**src/rtl/control_sequencer.sv**
```systemverilog
// Moore-style hardwired control unit: steps fetch (T0-T2) and register-register execute
// (T3-T6) for one instruction at a time, driving the datapath load/drive/ALU strobes.
module control_sequencer #(
    parameter int BITS      = 32,
    parameter int REGISTERS = 16
) (
    input  logic                 Clock,
    input  logic                 reset,
    input  logic                 Run,
    input  logic                 Stop,
    input  logic                 MemRdy,
    input  logic [BITS-1:0]      IRVal,
    output logic [REGISTERS-1:0] GPRin,
    output logic [REGISTERS-1:0] GPRout,
    output logic                 PCout,
    output logic                 MDRout,
    output logic                 Zlowout,
    output logic                 Zhighout,
    output logic                 PCin,
    output logic                 IRin,
    output logic                 RYin,
    output logic                 RZin,
    output logic                 MARin,
    output logic                 MDRin,
    output logic                 HIin,
    output logic                 LOin,
    output logic                 Read,
    output logic                 IncPC,
    output logic                 ADD,
    output logic                 SUB,
    output logic                 MUL,
    output logic                 DIV,
    output logic                 SHR,
    output logic                 SHL,
    output logic                 ROR,
    output logic                 ROL,
    output logic                 AND,
    output logic                 OR,
    output logic                 NEGATE,
    output logic                 NOT,
    output logic                 Halted,
    output logic                 Busy
);

    localparam logic [3:0] IDLE = 4'd0;
    localparam logic [3:0] T0   = 4'd1;
    localparam logic [3:0] T1   = 4'd2;
    localparam logic [3:0] T2   = 4'd3;
    localparam logic [3:0] T3   = 4'd4;
    localparam logic [3:0] T4   = 4'd5;
    localparam logic [3:0] T5   = 4'd6;
    localparam logic [3:0] T6   = 4'd7;
    localparam logic [3:0] HALT = 4'd8;

    localparam logic [4:0] OP_ADD  = 5'd0;
    localparam logic [4:0] OP_SUB  = 5'd1;
    localparam logic [4:0] OP_AND  = 5'd2;
    localparam logic [4:0] OP_OR   = 5'd3;
    localparam logic [4:0] OP_SHR  = 5'd4;
    localparam logic [4:0] OP_SHL  = 5'd5;
    localparam logic [4:0] OP_ROR  = 5'd6;
    localparam logic [4:0] OP_ROL  = 5'd7;
    localparam logic [4:0] OP_MUL  = 5'd8;
    localparam logic [4:0] OP_DIV  = 5'd9;
    localparam logic [4:0] OP_NEG  = 5'd10;
    localparam logic [4:0] OP_NOT  = 5'd11;
    localparam logic [4:0] OP_HALT = 5'd31;

    logic [3:0] state_q, state_d;
    logic       stop_q, stop_d;
    logic [4:0] op_q;
    logic [3:0] ra_q, rb_q, rc_q;

    logic regs_ok;
    logic op_known;
    logic op_legal;
    logic op_unary;
    logic op_long;
    logic stop_pend;
    logic [3:0] end_state;
    logic unused_ir;

    // Bits of IRVal outside the decoded fields carry no control information.
    assign unused_ir = ^IRVal;

    if (REGISTERS >= 16) begin : g_all_regs
        assign regs_ok = 1'b1;
    end else begin : g_reg_chk
        assign regs_ok = (int'(ra_q) < REGISTERS) && (int'(rb_q) < REGISTERS)
                      && (int'(rc_q) < REGISTERS);
    end

    assign op_known  = (op_q <= OP_NOT);
    assign op_legal  = op_known && regs_ok;
    assign op_unary  = (op_q == OP_NEG) || (op_q == OP_NOT);
    assign op_long   = (op_q == OP_MUL) || (op_q == OP_DIV);
    assign stop_pend = stop_q || Stop;
    assign end_state = stop_pend ? HALT : (Run ? T0 : IDLE);

    function automatic logic [REGISTERS-1:0] onehot(input logic [3:0] idx);
        onehot = {{(REGISTERS-1){1'b0}}, 1'b1} << idx;
    endfunction

    always_comb begin
        state_d = state_q;
        case (state_q)
            IDLE: begin
                if (stop_pend) begin
                    state_d = HALT;
                end else if (Run) begin
                    state_d = T0;
                end
            end
            T0: state_d = T1;
            T1: state_d = MemRdy ? T2 : T1;
            T2: state_d = T3;
            T3: state_d = (op_legal && op_q != OP_HALT) ? T4 : HALT;
            T4: state_d = T5;
            T5: state_d = op_long ? T6 : end_state;
            T6: state_d = end_state;
            HALT: state_d = HALT;
            default: state_d = IDLE;
        endcase
    end

    // A pending Stop is consumed by the transition into HALT.
    assign stop_d = (state_d == HALT) ? 1'b0 : stop_pend;

    always_ff @(posedge Clock) begin
        if (reset) begin
            state_q <= IDLE;
            stop_q  <= 1'b0;
            op_q    <= '0;
            ra_q    <= '0;
            rb_q    <= '0;
            rc_q    <= '0;
        end else begin
            state_q <= state_d;
            stop_q  <= stop_d;
            // Fields are captured on the edge into T3 so T3 outputs decode from registers only.
            if (state_q == T2) begin
                op_q <= IRVal[31:27];
                ra_q <= IRVal[26:23];
                rb_q <= IRVal[22:19];
                rc_q <= IRVal[18:15];
            end
        end
    end

    always_comb begin
        GPRin    = '0;
        GPRout   = '0;
        PCout    = 1'b0;
        MDRout   = 1'b0;
        Zlowout  = 1'b0;
        Zhighout = 1'b0;
        PCin     = 1'b0;
        IRin     = 1'b0;
        RYin     = 1'b0;
        RZin     = 1'b0;
        MARin    = 1'b0;
        MDRin    = 1'b0;
        HIin     = 1'b0;
        LOin     = 1'b0;
        Read     = 1'b0;
        IncPC    = 1'b0;
        ADD      = 1'b0;
        SUB      = 1'b0;
        MUL      = 1'b0;
        DIV      = 1'b0;
        SHR      = 1'b0;
        SHL      = 1'b0;
        ROR      = 1'b0;
        ROL      = 1'b0;
        AND      = 1'b0;
        OR       = 1'b0;
        NEGATE   = 1'b0;
        NOT      = 1'b0;
        Halted   = 1'b0;
        Busy     = 1'b0;
        case (state_q)
            T0: begin
                Busy  = 1'b1;
                PCout = 1'b1;
                MARin = 1'b1;
                IncPC = 1'b1;
                RZin  = 1'b1;
            end
            T1: begin
                Busy    = 1'b1;
                Zlowout = 1'b1;
                PCin    = 1'b1;
                Read    = 1'b1;
                MDRin   = 1'b1;
            end
            T2: begin
                Busy   = 1'b1;
                MDRout = 1'b1;
                IRin   = 1'b1;
            end
            T3: begin
                Busy = 1'b1;
                if (op_legal) begin
                    GPRout = onehot(rb_q);
                    RYin   = 1'b1;
                end
            end
            T4: begin
                Busy   = 1'b1;
                RZin   = 1'b1;
                GPRout = op_unary ? onehot(rb_q) : onehot(rc_q);
                case (op_q)
                    OP_ADD:  ADD    = 1'b1;
                    OP_SUB:  SUB    = 1'b1;
                    OP_AND:  AND    = 1'b1;
                    OP_OR:   OR     = 1'b1;
                    OP_SHR:  SHR    = 1'b1;
                    OP_SHL:  SHL    = 1'b1;
                    OP_ROR:  ROR    = 1'b1;
                    OP_ROL:  ROL    = 1'b1;
                    OP_MUL:  MUL    = 1'b1;
                    OP_DIV:  DIV    = 1'b1;
                    OP_NEG:  NEGATE = 1'b1;
                    OP_NOT:  NOT    = 1'b1;
                    default: ;
                endcase
            end
            T5: begin
                Busy    = 1'b1;
                Zlowout = 1'b1;
                if (op_long) begin
                    LOin = 1'b1;
                end else begin
                    GPRin = onehot(ra_q);
                end
            end
            T6: begin
                Busy     = 1'b1;
                Zhighout = 1'b1;
                HIin     = 1'b1;
            end
            HALT: Halted = 1'b1;
            default: ;
        endcase
    end

endmodule

```
**config.mk**
```make
export PLATFORM = sky130hd
export DESIGN_NAME = control_sequencer
export DESIGN_NICKNAME = d
export VERILOG_FILES = /design/src/rtl/control_sequencer.sv
export SDC_FILE = /design/constraint.sdc
export NUM_CORES = 1
export LEC_CHECK = 0
export ABC_AREA = 0
export CAP_MARGIN = 20
export CORE_MARGIN = 2
export CORE_UTILIZATION = 25
export DETAILED_ROUTE_END_ITERATION = 8
export SYNTH_ARGS = -nofsm -noshare
export SYNTH_HDL_FRONTEND = slang
export SYNTH_SLANG_ARGS = --single-unit
```
**constraint.sdc**
```tcl
create_clock -name Clock -period 4.7 [get_ports Clock]
set_clock_uncertainty 0.1 [all_clocks]
set_input_delay 0.94 -clock Clock [delete_from_list [all_inputs] [get_ports Clock]]
set_output_delay 0.94 -clock Clock [all_outputs]
set_load 0.01 [all_outputs]
```
### Word level (Yosys, flattened, before mapping)

Index checks and enable logic that the tools add are counted.

* shifts and indexed selects: 3
* equality and inequality tests: 21
* reductions and logical operators: 10
* muxes and demuxes: 49
* magnitude comparators: 1

Operator list (number)
* $mux W16: 4
* $shl A1 B4 Y16 const A: 3
* $mux W1: 38
* $pmux W4 S9: 1
* $pmux W16 S2: 1
* $eq A5 B3 Y1 const B: 4
* $eq A5 B4 Y1 const B: 4
* $mux W4: 5
* $eq A4 B3 Y1 const B: 4
* $eq A5 B2 Y1 const B: 2
* $eq A4 B2 Y1 const B: 2
* $eq A4 B4 Y1 const B: 2
* $reduce_or A7 Y1: 1
* $reduce_or A2 Y1: 3
* $eq A5 B1 Y1 const B: 1
* $le A5 B4 Y1 const B: 1
* $logic_not A5 Y1: 1
* $ne A5 B5 Y1 const B: 1
* $eq A4 B1 Y1 const B: 1
* $logic_not A4 Y1: 1
* $logic_or A1 B1 Y1: 3
* $logic_and A1 B1 Y1: 1

* input port bits: 37
* word-level logic and storage cells: 90
* output and inout bits: 60
* register bits: 22

### Longest topological paths before layout

Gate-level depths: netlist of the first run.

* word-level depth: 6
* depth in mapped cells: 8
* depth with buffers taken out: 5

### Least setup slack after synthesis of the first run

No wires, ideal clock.

* kind: register to output
* start: register state_q[0]
* end: output port GPRout[0]
* cell stages (with the launch flop): 7
* arrival time: 1.832 ns
* required time: 3.660 ns
* buffers on the path: 2
* slack: 1.828 ns
* cell sequence: dfxtp_1 > buf_2 > nand4bb_4 > or3b_4 > o21ba_1 > buf_6 > o41ai_1

* cells in the longest elaborated chain, start to end: 2
* elaborated cells between the ends (all ways): 3
* classes of those cells: 2 x eq/ne; 1 x mux

RTL lines
* start: declaration: line 69 `logic [3:0] state_q, state_d;`
* start signal: assignment: line 138 `state_q <= state_d;`
* $eq A4 B3 Y1: line 181 `case (state_q)`
* $pmux W16 S2 *: line 181
* end: declaration: line 14 `output logic [REGISTERS-1:0] GPRout,`

Every way passes the cells marked *; elsewhere a longest branch is shown, timed or not.

### Worst setup path in the final report of the first run

* start: register state_q[3]
* end: output port GPRout[4]

Same word-level chain as after synthesis.

==> out/results.env, run 1 <==
DESIGN.CORE.AREA_SQ_MM=0.00599
CRITICAL_PATH.TOP_DELAY_FAMILY='compound AO/OA/AOI/OAI gates'
DRC=0
AVGSYNTHCELLAREA_SQ_UM=6.88
NUM_ROWS=28
GRT_ANTENNA_BEFORE_REPAIR=0
CTS-ROOT-BUF='clkbuf_8'
FINISH.NET_COUNT=333
YOSYS_WARNINGS=0
CTS-HTREE-LEVELS=1
GP_CONGESTION=0.807
CTS_BUFFER_DEPTH=2
SYNTH_FLOP_CELL='dfxtp_1'
CP_SLOWEST_STAGE_DELAY_NS=0.61
CLOCK_SINKS=22
IRDROPWORSTVDD_V=0.000193
CRITICAL_PATH.CELL_CHAIN='nand4bb_4 > or3b_4 > o21ba_1 > o41ai_1 > clkdlybuf4s50_1'
SYNTHCELLS=228
TIMING_MAX_TRANSITION_VIOLATIONS_FINAL=0
GLOBAL_ROUTE_WIRE_LENGTH_BEFORE_REPAIR_MICRONS=7620
STATUS='finished clean'
ANTENNADIODECOUNT=0
TIMING.CRITICAL_PATH.REQUIRED_NS=3.66
CP_DATA_ARRIVAL_TIME_NS=2.94
POST_CTS_BUFFERS=0
FINAL.SETUP.TNS_NS=0
DP_HPWL_MICRONS=3580
MAX_CAP_VIOLATIONS=0
SYNTH_NETS=265
TIMING.SLEW.HEADROOM_PCT=42.7
DRIVE_ABOVE_1_SHARE_PCT=5.08
LAYOUT.CELLS.MOST_COMMON='clkdlybuf4s50_1'
POST_LAYOUT_NONFILLER_INSTANCES=370
CTS.CLK_SLEW.WORST_PATHS_NS=0.08
MAX_SLEW.WORST_PIN.SLEW_NS=0.847
SYNTH_EDF_COUNT=0
ROUTE.FINAL.WIRE_LENGTH_MICRONS=4730
ROUTEDWLPERCELL_MICRONS=12.8
REPORT.FINAL.HOLD_VIOL_COUNT=0
YS_FF_LATCH=22
CTS.HOLD.BUFFERS_ADDED=0
PATH_BUF_INV=1
TIMING.CRITICAL_PATH.FROM_TYPE='register'
UPPER_CLOCK_FREQUENCY_LIMIT_MHz=251
NUM_VIAS=1786
TRITONCTS.NUM_BUFFERS=3
FINAL.MIN_CLOCK_PERIOD_NS=3.98
CRITICAL_PATH_PEAK_FANOUT=16
FINALCRITPERIODSHARE_PCT=84.8
DIEAREA_SQ_MM=0.00692
POWER.DENSITY_mW_PER_MM2=155
ROUTING_USAGE_ON_MET3_PCT=2.88
DIE_Y_MICRONS=83.2
FIRSTDRTPASSITERS=4
SETUP.WORST_PATH.END_CLASS='output port'
DIE_WIDTH_MICRONS=83.2
P_LEAK_nW=0.729
NETLIST-CELL-TYPE-COUNT=42
SYNTH_SEQ_AREA_SHARE_PCT=28.1
IO_BUFFER_COUNT=81
FIRST_GLOBAL_VIAS=1548
DRC_VIOLATION_TOTAL_AFTER_THE_FIRST_TRITONROUTE_ITERATION=76
GLOBAL_ROUTE.USAGE.TOTAL_PCT=12.9
FLOORPLAN.INITIALDENSITY_PCT=26.2
GRT_START_MAX_NET_PINS=21
SYN_TO_FINAL_GROWTH_PCT=54.3
ASYNC_FLOP_SHARE_PCT=0
MOSTFREQUENTLAYOUTCELLS='clkdlybuf4s50_1 (81), nand2_1 (54), nor2_1 (27), dfxtp_1 (22), a21oi_1 (20)'
MIN-DELAY-PATH-CLASS='register to register'
CLOCK_LATENCY_NS=0.26
TOP_USAGE_LAYER='met2'
SYNTH_AREA_SQ_MM=0.00157
GLOBALROUTEMET1UTIL_PCT=16.5
POSTCTS_RESIZE_CNT=0
SETUP_VIOL=0
TOP_LEVEL_PORTS=97
SETUP.WORST_PATH.CLASS='register to output port'
NUMBER_OF_NETS_WITH_ANTENNA_VIOLATIONS_AFTER_ROUTING=0
TRITONCTS_CLOCK_TREE='done'
GRT_SETUP_UNREPAIRED='false'
VIA_PER_INST=4.83
OVERFLOW=0
MET2_TRACK_DEMAND_OVER_RESOURCE_IN_GLOBAL_ROUTING_PCT=22.8
DPL.CELL_COUNT=366
CP_SLOWEST_CELL='clkdlybuf4s50_1'
## worst min-delay path, delay by kind of cell (launching register included)
| family | cells | cell delay, ns |
|---|---|---|
| AO/OA/AOI/OAI | 1 | 0.05 |
| flip-flops | 1 | 0.34 |
| AND/OR/NAND/NOR | 1 | 0.06 |
## synthesized netlist by cell type, types with 3 or more instances
master / n / share of area, %
nand3_1: 4 / 1.3
buf_2: 5 / 1.6
dfxtp_1: 22 / 28
buf_4: 6 / 2.9
or2_2: 4 / 1.6
nand2b_1: 10 / 4.0
o31ai_1: 11 / 5.3
clkbuf_1: 5 / 1.2
nor2b_1: 3 / 1.2
or3_1: 5 / 2.0
or3b_1: 3 / 1.7
nor2_1: 27 / 6.5
nor3_1: 11 / 3.5
nor4b_1: 3 / 1.7
o21ai_0: 3 / 0.96
a21oi_1: 20 / 6.4
nand2_1: 54 / 13
## layer usage
metal	part of all wire (%)	routed length [microns]
met1	46	2170
met2	49	2310
met3	5.1	242
met4	0.17	8
met5	0	0
## area by class of cell
cell class,count,area (sq um)
fillers,646,3570
multi-input cells,184,1000
repair buffers,82,818
flip-flops and latches,22,440
well taps,75,93.8
clock buffers,4,55.1
inverters,3,11.3
## per-stage QoR
stage	setup WS, ns	util (%)	total power [mW]	area (sq um)	hold slack, ns
global route	0.605	40.4	0.392	2420	0.415
detailed placement	1.04	39.5	0.245	2360	0.384
CTS	0.749	40.4	0.381	2420	0.396
floorplan	1.83	-	0.218	1570	0.362
finish	0.716	40.4	0.375	2420	0.396
global placement	1.09	39.5	0.245	2360	0.378
## state kept, by name, indices dropped and copies added, names as in the netlist
register	count
rc_q	4
op_q	5
ra_q	4
rb_q	4
state_q	4
stop_q	1
## power breakdown
group | internal (mW) | total, mW | switching (mW)
Combinational | 0.0298 | 0.0455 | 0.0156
Sequential | 0.189 | 0.195 | 0.00579
Clock | 0.0746 | 0.135 | 0.0602
Total | 0.293 | 0.375 | 0.0816
## cells by family (layout without fill, tap and decap cells)
family,count (synthesis),in the layout,synth area share (%)
DFF,22,22,28.1
and+or+nand+nor,142,142,47.0
buffers and inverters,22,89,8.06
AOI/OAI and AO/OA,42,42,16.8
## path summary, 6_finish.rpt
check	slack (ns)	startpoint	endpoint	depth (start not counted)
min reg2reg	0.40	ra_q[3]	ra_q[3]	2
max	0.72	state_q[3]	GPRout[4]	5
min	0.40	ra_q[3]	ra_q[3]	2
max reg2reg	2.47	state_q[3]	rb_q[2]	5
Power figures use the tool's default switching activity.
==> run 2, diff against run 1 <==
==> constraint.sdc (replaced) <==
create_clock -name Clock -period 3.72 [get_ports Clock]
set_clock_uncertainty 0.1 [all_clocks]
set_input_delay 0.744 -clock Clock [delete_from_list [all_inputs] [get_ports Clock]]
set_output_delay 0.744 -clock Clock [all_outputs]
set_load 0.01 [all_outputs]
==> run 2 against run 1 <==
Effect of this change:
- sequential share of layout area is 0.25 points lower
- critical endpoint unchanged
- largest power group unchanged
- power is 27% higher
- combinational power is 43% higher
==> out/results.env, run 2 (synthesis gave the netlist of run 1 again) <==
FINAL.SETUP.TNS_NS=0  # unchanged
CLOCK_LATENCY_NS=0.26  # about the same
CRITICAL_PATH.TOP_DELAY_FAMILY='compound AO/OA/AOI/OAI gates'  # unchanged
CTS.HOLD.BUFFERS_ADDED=0  # unchanged
GLOBAL_ROUTE_WIRE_LENGTH_BEFORE_REPAIR_MICRONS=7640  # was 7620 microns
SETUP.REG_TO_REG.WORST_SLACK_NS=1.76  # was 2.47 ns
CP_SLOWEST_STAGE_DELAY_NS=0.61  # about the same
FIRSTDRTPASSITERS=5  # was 4
STATUS='finished clean'  # unchanged
GRT_SETUP_UNREPAIRED='false'  # unchanged
CRITICAL_PATH_PEAK_FANOUT=16  # unchanged
FINAL.MIN_CLOCK_PERIOD_NS=3.50
FLOORPLAN.INITIALDENSITY_PCT=26.2  # unchanged
GRT_START_MAX_NET_PINS=21  # unchanged
CP_SLOWEST_CELL='clkdlybuf4s50_1'  # unchanged
TIMING.SLEW.HEADROOM_PCT=52.4  # was 42.7%
PWR-SHARE-SEQ_PCT=50.7  # was 51.9%
TIMING_MAX_TRANSITION_VIOLATIONS_FINAL=0  # unchanged
SETUP_VIOL=0  # unchanged
WL_MET2_MICRONS=2310  # about the same
SETUP.WORST_PATH.END_CLASS='output port'  # unchanged
TIMING.CRITICAL_PATH.REQUIRED_NS=2.88  # was 3.66 ns
TRITONCTS_CLOCK_TREE='done'  # unchanged
IRDROPWORSTVDD_V=0.000171  # was 0.000193 V
DP_HPWL_MICRONS=3600  # was 3580 microns
ROUTEDWLPERCELL_MICRONS=12.5  # was 12.8 microns
DRC=0  # unchanged
REPORT.FINAL.HOLD_VIOL_COUNT=0  # unchanged
CP_DATA_ARRIVAL_TIME_NS=2.66  # was 2.94 ns
GP_CONGESTION=0.787  # was 0.807
POWER.SHARE.COMBINATIONAL_PCT=13.6  # was 12.1%
CLOCK_SINKS=22  # unchanged
TOP_LEVEL_PORTS=97  # unchanged
MOSTFREQUENTLAYOUTCELLS='clkdlybuf4s50_1 (81), nand2_1 (54), nor2_1 (27), a21oi_1 (20), dfxtp_1 (20)'  # was clkdlybuf4s50_1 (81), nand2_1 (54), nor2_1 (27), dfxtp_1 (22), a21oi_1 (20)
MIN-DELAY-PATH-CLASS='register to register'  # unchanged
NUM_ROWS=28  # unchanged
DIE_WIDTH_MICRONS=83.2  # unchanged
UPPER_CLOCK_FREQUENCY_LIMIT_MHz=286
PATH_BUF_INV=1  # unchanged
P_SW_SHARE_PCT=21.9  # was 21.8%
P_SW_uW=104  # was 81.6 uW
DRIVE_ABOVE_1_SHARE_PCT=8.00  # was 5.08%
TOPROUTINGLAYERUSED='met4'  # unchanged
TOP_REGISTER='op_q'  # unchanged
CTS.CLK_SLEW.WORST_PATHS_NS=0.08  # about the same
FINALCRITPERIODSHARE_PCT=94.1
SETUP.WORST_PATH.CLASS='register to output port'  # unchanged
GRT_ANTENNA_BEFORE_REPAIR=0  # unchanged
DESIGN.CORE.AREA_SQ_MM=0.00599  # unchanged
FILLER_CELL_COUNT=627  # was 646
MAX_SLEW.WORST_PIN.SLEW_NS=0.708  # was 0.847 ns
ANTENNADIODECOUNT=0  # unchanged
P_LEAK_nW=0.761  # was 0.729 nW
VIA_PER_INST=4.82  # was 4.83
LARGEST_REGISTER_FF_COUNT=5  # unchanged
ROUTED_WIRE_LENGTH_ON_MET3_MICRONS=253  # was 242 microns
FIRST_GLOBAL_VIAS=1561  # was 1548
ROUTE.FINAL.WIRE_LENGTH_MICRONS=4670  # was 4730 microns
GLOBAL_ROUTE.USAGE.TOTAL_PCT=13.0  # was 12.9%
TRITONCTS.NUM_BUFFERS=3  # unchanged
INTERNAL_POWER_uW=373  # was 293 uW
PLACEMENT.CELL_AREA_SQ_MM=0.00240  # was 0.00236 sq mm
IO_BUFFER_COUNT=81  # unchanged
SYN_TO_FINAL_GROWTH_PCT=57.4  # was 54.3%
CTS-HTREE-LEVELS=1  # unchanged
OVERFLOW=0  # unchanged
POWER.TOTAL_uW=478  # was 375 uW
POSTLAYOUTCELLAREA_SQ_MM=0.00247  # was 0.00242 sq mm
CTS-ROOT-BUF='clkbuf_8'  # unchanged
NUMBER_OF_NETS_WITH_ANTENNA_VIOLATIONS_AFTER_ROUTING=0  # unchanged
CRITICAL_PATH.CELL_CHAIN='nand4bb_4 > or3b_4 > o21ba_2 > o41ai_1 > clkdlybuf4s50_1'  # was nand4bb_4 > or3b_4 > o21ba_1 > o41ai_1 > clkdlybuf4s50_1
POSTCTS_RESIZE_CNT=0  # unchanged
POST_CTS_BUFFERS=0  # unchanged
CTS_BUFFER_DEPTH=2  # unchanged
DIE_Y_MICRONS=83.2  # unchanged
TIMING.CRITICAL_PATH.FROM_TYPE='register'  # unchanged
WIRELENGTH_MET1_MICRONS=2110  # was 2170 microns
LAYOUT.CELLS.MOST_COMMON='clkdlybuf4s50_1'  # unchanged
DRC_VIOLATION_TOTAL_AFTER_THE_FIRST_TRITONROUTE_ITERATION=61  # was 76
MAX_CAP_VIOLATIONS=0  # unchanged
POWER.DENSITY_mW_PER_MM2=194  # was 155 mW/mm^2
FINISH.NET_COUNT=338  # was 333
CLOCK_POWER_SHARE_PCT=35.7  # was 35.9%
DIEAREA_SQ_MM=0.00692  # unchanged
NUM_VIAS=1806  # was 1786
## run 2: layout make-up
class	count	area [sq um]	area share [%]
Multi-Input combinational cell	184	1010	40.9
Timing Repair Buffer	87	856	34.7
Sequential cell	22	443	18.0
Tap cell	75	93.8	3.80
Clock buffer	4	55.1	2.23
Inverter	3	11.3	0.456
## run 2: worst paths after layout
check | start | end | depth (start not counted)
max | state_q[0] | GPRout[4] | 5
min | rb_q[3] | rb_q[3] | 2
max reg2reg | op_q[3] | state_q[2] | 4
min reg2reg | rb_q[3] | rb_q[3] | 2
## run 2: power groups by stage
| stage | clock network [mW] | logic, mW | registers [mW] |
|---|---|---|---|
| CTS | 0.176 | 0.0653 | 0.242 |
| finish | 0.171 | 0.0650 | 0.242 |
| detailed placement | 0 | 0.0650 | 0.248 |
| global placement | 0 | 0.0644 | 0.248 |
| global route | 0.189 | 0.0701 | 0.243 |
| floorplan | 0 | 0.0291 | 0.246 |
## run 2: worst reg2reg max path: stages, from the launching register on
cell and delay, ns:
dfxtp_1 0.50, or4b_2 0.69, nor3_1 0.33, nor2_1 0.11, a31oi_1 0.16
## run 2: layer usage
metal	track usage [%]	vias up
li1	-	933
met5	0	-
met1	16.7	826
met2	22.5	45
met3	3.48	2
met4	1.34	0
## run 2: metrics by stage
step	util, %	std cells	hold WS [ns]	worst slack, ns
global placement	40.1	371	0.378	0.343
finish	41.2	375	0.394	0.218
CTS	41.0	375	0.394	0.0320
global route	41.2	375	0.430	0.0856
detailed placement	40.1	371	0.381	0.331
floorplan	-	228	0.362	1.04
